<file path="src/rtl/wishbone_slave_adapter_periph.sv">
// Wishbone B4 classic slave adapter to a request/ready peripheral port with base/mask decode.
// Define WB_ADAPTER_TIMEOUT_EN to add a REQ-state timeout that reports a bus error.
module wishbone_slave_adapter_periph #(
  parameter int AW = 32,
  parameter int DW = 32,
  parameter logic [AW-1:0] BASE_ADDR = 32'h2000_0000,
  parameter logic [AW-1:0] ADDR_MASK = 32'hFFFF_0000,
  parameter int TIMEOUT_CYCLES = 16
) (
  input  logic            clk_i,
  input  logic            rst_n,
  input  logic [AW-1:0]   wb_addr_i,
  input  logic [DW-1:0]   wb_data_i,
  output logic [DW-1:0]   wb_data_o,
  input  logic            wb_we_i,
  input  logic [DW/8-1:0] wb_sel_i,
  input  logic            wb_stb_i,
  input  logic            wb_cyc_i,
  output logic            wb_ack_o,
  output logic            wb_err_o,
  output logic            periph_req_o,
  output logic            periph_we_o,
  output logic [DW/8-1:0] periph_be_o,
  output logic [AW-1:0]   periph_addr_o,
  output logic [DW-1:0]   periph_wdata_o,
  input  logic [DW-1:0]   periph_rdata_i,
  input  logic            periph_ready_i
);

  typedef enum logic [2:0] {IDLE, REQ, ACK, ERR, COOLDOWN} state_t;

  state_t state;
  logic   hit;

  if (DW % 8 != 0) begin : g_dw_check
    $error("DW must be a multiple of 8");
  end
  if (TIMEOUT_CYCLES < 1) begin : g_to_check
    $error("TIMEOUT_CYCLES must be at least 1");
  end

  assign hit = ((wb_addr_i & ADDR_MASK) == (BASE_ADDR & ADDR_MASK));

`ifdef WB_ADAPTER_TIMEOUT_EN
  localparam int CW = $clog2(TIMEOUT_CYCLES + 1);
  localparam logic [CW-1:0] TO_LAST = CW'(TIMEOUT_CYCLES - 1);
  logic [CW-1:0] to_cnt;
`endif

  always_ff @(posedge clk_i or negedge rst_n) begin
    if (!rst_n) begin
      state          <= IDLE;
      wb_data_o      <= '0;
      wb_ack_o       <= 1'b0;
      wb_err_o       <= 1'b0;
      periph_req_o   <= 1'b0;
      periph_we_o    <= 1'b0;
      periph_be_o    <= '0;
      periph_addr_o  <= '0;
      periph_wdata_o <= '0;
`ifdef WB_ADAPTER_TIMEOUT_EN
      to_cnt         <= '0;
`endif
    end else begin
      case (state)
        IDLE: begin
          if (wb_cyc_i && wb_stb_i) begin
            periph_addr_o  <= wb_addr_i & ~ADDR_MASK;
            periph_we_o    <= wb_we_i;
            periph_be_o    <= wb_sel_i;
            periph_wdata_o <= wb_data_i;
            if (hit) begin
              state        <= REQ;
              periph_req_o <= 1'b1;
`ifdef WB_ADAPTER_TIMEOUT_EN
              to_cnt       <= '0;
`endif
            end else begin
              state    <= ERR;
              wb_err_o <= 1'b1;
            end
          end
        end
        REQ: begin
          // A master abort takes priority over a same-cycle ready.
          if (!wb_cyc_i) begin
            state        <= IDLE;
            periph_req_o <= 1'b0;
          end else if (periph_ready_i) begin
            state        <= ACK;
            periph_req_o <= 1'b0;
            wb_ack_o     <= 1'b1;
            if (!periph_we_o) wb_data_o <= periph_rdata_i;
          end
`ifdef WB_ADAPTER_TIMEOUT_EN
          else if (to_cnt == TO_LAST) begin
            state        <= ERR;
            periph_req_o <= 1'b0;
            wb_err_o     <= 1'b1;
            to_cnt       <= to_cnt + 1'b1;
          end else begin
            to_cnt <= to_cnt + 1'b1;
          end
`endif
        end
        ACK: begin
          wb_ack_o <= 1'b0;
          state    <= COOLDOWN;
        end
        ERR: begin
          wb_err_o <= 1'b0;
          state    <= COOLDOWN;
        end
        COOLDOWN: state <= IDLE;
        default: state <= IDLE;
      endcase
    end
  end

endmodule

</file>
<file path="config.mk">
export PLATFORM = sky130hd
export DESIGN_NAME = wishbone_slave_adapter_periph
export DESIGN_NICKNAME = d
export VERILOG_FILES = /design/src/rtl/wishbone_slave_adapter_periph.sv
export SDC_FILE = /design/constraint.sdc
export NUM_CORES = 1
export LEC_CHECK = 0
export BUFFER_PORTS_ARGS = -buffer_cell sky130_fd_sc_hd__clkbuf_2
export CORE_ASPECT_RATIO = 1.75
export CORE_MARGIN = 5
export CORE_UTILIZATION = 35
export DETAILED_ROUTE_END_ITERATION = 7
export PLACE_DENSITY_LB_ADDON = 0.12
export SLEW_MARGIN = 20
export SYNTH_ARGS = -nofsm -noshare
export SYNTH_HDL_FRONTEND = slang
export SYNTH_SLANG_ARGS = --single-unit
export TNS_END_PERCENT = 100
</file>
<file path="constraint.sdc">
create_clock -name clk_i -period 3.5 [get_ports clk_i]
set_input_delay 0.7 -clock clk_i [delete_from_list [all_inputs] [get_ports clk_i]]
set_output_delay 0.7 -clock clk_i [all_outputs]
set_load 0.05 [all_outputs]
</file>
==> qor.yml <==
status: "complete, no violations"
path_delay_family: "buffers and inverters"
worstSetupPathDepth: 5
final_cells: 557
yosysWarnings: 0
power.density_nw_per_um2: 1000
finalHoldViolCount: 0
grtUsageTotal_pct: 13.87
place_inst: 541
fp.dieH_um: 144.3
finalCriticalPeriod_ns: 2.191
postLayoutCellArea_um2: 4936
row_count: 49
cts_hold_buffers: 0
vias: 2515
crit_path_end: "periph_addr_o[4]"
cts-root-buf: "clkbuf_16"
drive_gt1_share_pct: 69.07
ys_ff_latch: 91
regToRegSetupSlack_ns: 1.35
clock_skew_ns: 0.003836
worstRegToRegCells: 4
wirelength_um: 8551
yosysUniqueCellTypes: 26
slew_violations: 0
cts_setup_buffers: 0
antenna_found_initial: 0
hp-class: "in -> async"
synth_seq_area_share_pct: 63.11
synth.mux.area_fraction_pct: 26.53
fp.dieW_um: 86.76
cp_cell_sequence: "clkbuf_2 > or3b_1 > nor2_4 > buf_4 > mux2_2"
max_freq_mhz: 456.4
cp_max_fo: 54
rsz0062_at_grt: "false"
slew_headroom_pct: 44.04
grt_pass1_vias: 2707
diodes: 0
avgSynthCellArea_um2: 15.90
cp-end-kind: "flop"
first_iter_violations: 52
irDropWorstVdd_mv: 0.4623
dpl.hpwl_um: 6669
io_buffers: 193
post_cts_resized: 0
worstSkewPairLatency_ns: 0.33
grt_pass1_wl_um: 13390
overflow: 0
synthSimpleGateAreaFrac_pct: 3.225
syn_inst: 227
cts_buffer_depth: 2
p_leak_nw: 2.523
firstDrtPassIters: 2
wl_per_cell_um: 15.35
h-tree-depth: 3
gp_congestion: 0.7706
cts.sinks: 91
crit_slowest_cell: "buf_4"
synth_top_family_by_area: "multiplexers"
ant_nets: 0
start_util_pct: 35.46
final-setup-viol-count: 0
core_um2: 10180
io_pins: 210
crit_path_start_kind: "input pin"
setup_tns_ns: 0
finalNetCount: 531
synth-xor-area-share_pct: 0
dpl-instance-area_um2: 4626
via_per_inst: 4.515
final_util_pct: 48.50
cts_buffers: 9
cp_num_buf_inv: 2
cp-startpoint: "wb_cyc_i"
r2r-end: "periph_addr_o[4]"
worst_pin_slew_ns: 0.8393
reg2reg_from: "state[1]"
min_period_over_period_pct: 62.60
clk_pin_slew_ns: 0.06
synthAdderAreaFrac_pct: 0
crit_type: "in -> reg"
grt_start_max_net_pins: 67
drv_cap: 0
synth.cell_area_um2: 3608
synth_edf_count: 0
cts_tree: "yes"
crit_arrival_ns: 2.41
synth_compound_area_share_pct: 1.491
area_growth_pct: 36.79
async_reset_ff_share_pct: 100.0
drc: 0
cp.required_ns: 3.72
slowest_delay_ns: 0.53
die_area_um2: 12520
synthFlopType: "dfrtp_1"
hold_slack_ns: 0.4640
synthesized netlist by cell type (all sizes together), types with 2 or more instances:
| library cell | number | area share, % |
|---|---|---|
| nor2 | 2 | 0.42 |
| nor4 | 3 | 0.52 |
| dfrtp | 91 | 63 |
| buf | 25 | 5.4 |
| nand2b | 3 | 0.52 |
| mux2 | 85 | 27 |
| o21ai | 3 | 0.42 |
metrics by stage:
step | worst slack [ns] | total power [W]
final | 1.309 | 0.004938
after global routing | 1.223 | 0.005177
after CTS | 1.315 | 0.005015
after detailed placement | 0.9520 | 0.003985
after global placement | 0.9681 | 0.003955
after floorplan | 1.419 | 0.003407
area by class of cell:
| class | count | area [um2] |
|---|---|---|
| Timing Repair Buffer | 197 | 998.5 |
| Multi-Input combinational cell | 125 | 1187 |
| Inverter | 1 | 3.754 |
| Sequential cell | 91 | 2277 |
| Clock inverter | 5 | 77.57 |
| Fill cell | 967 | 5241 |
| Tap cell | 127 | 158.9 |
| Clock buffer | 11 | 232.7 |
registers in the layout (all words and copies together) (netlist names):
signal and flops:
wb_err_o 1, periph_addr_o 16, wb_ack_o 1, periph_we_o 1, periph_wdata_o 32, periph_req_o 1
periph_be_o 4, wb_data_o 32, state 3
where the power goes:
part           switching (W)  internal [W]  total, W
registers           0.000198       0.00143   0.00163
clock network       0.000384      0.000624   0.00101
logic                0.00172      0.000576   0.00230
total                0.00231       0.00263   0.00494
how the worst min path moves through the flow:
stage,to,slack (ns),cells after the start
after floorplan,periph_addr_o[0],0.40,0
after global placement,periph_addr_o[5],0.47,1
after detailed placement,periph_addr_o[5],0.48,1
after CTS,periph_addr_o[5],0.49,1
after global routing,wb_data_o[26],0.52,1
final,wb_data_o[19],0.46,1
kinds of logic after synthesis:
group                  count (synthesis)
flip-flops                            91
multiplexers                          85
buffers and inverters                 26
AND/OR/NAND/NOR                       16
AO/OA/AOI/OAI                          8
other                                  1
cell usage in the layout (no fill, tap or decap), types with 2 or more instances in the layout:
cell type | Yosys | routed
buf_4 | 21 | 5
nand2b_1 | 3 | 3
clkbuf_2 | 0 | 192
nor4_1 | 3 | 3
mux2_1 | 3 | 3
clkbuf_1 | 0 | 2
dfrtp_1 | 91 | 91
clkinv_2 | 0 | 2
mux2_2 | 82 | 82
conb_1 | 1 | 16
o21ai_0 | 3 | 3
bufinv_16 | 0 | 2
clkbuf_16 | 0 | 9
per-layer routing:
layer	track usage, %	routed length [um]
met5	0	0
met1	14.25	2919
met2	25.63	4754
met4	5.993	167
met3	4.048	710
(Power assumes the default switching activity.)
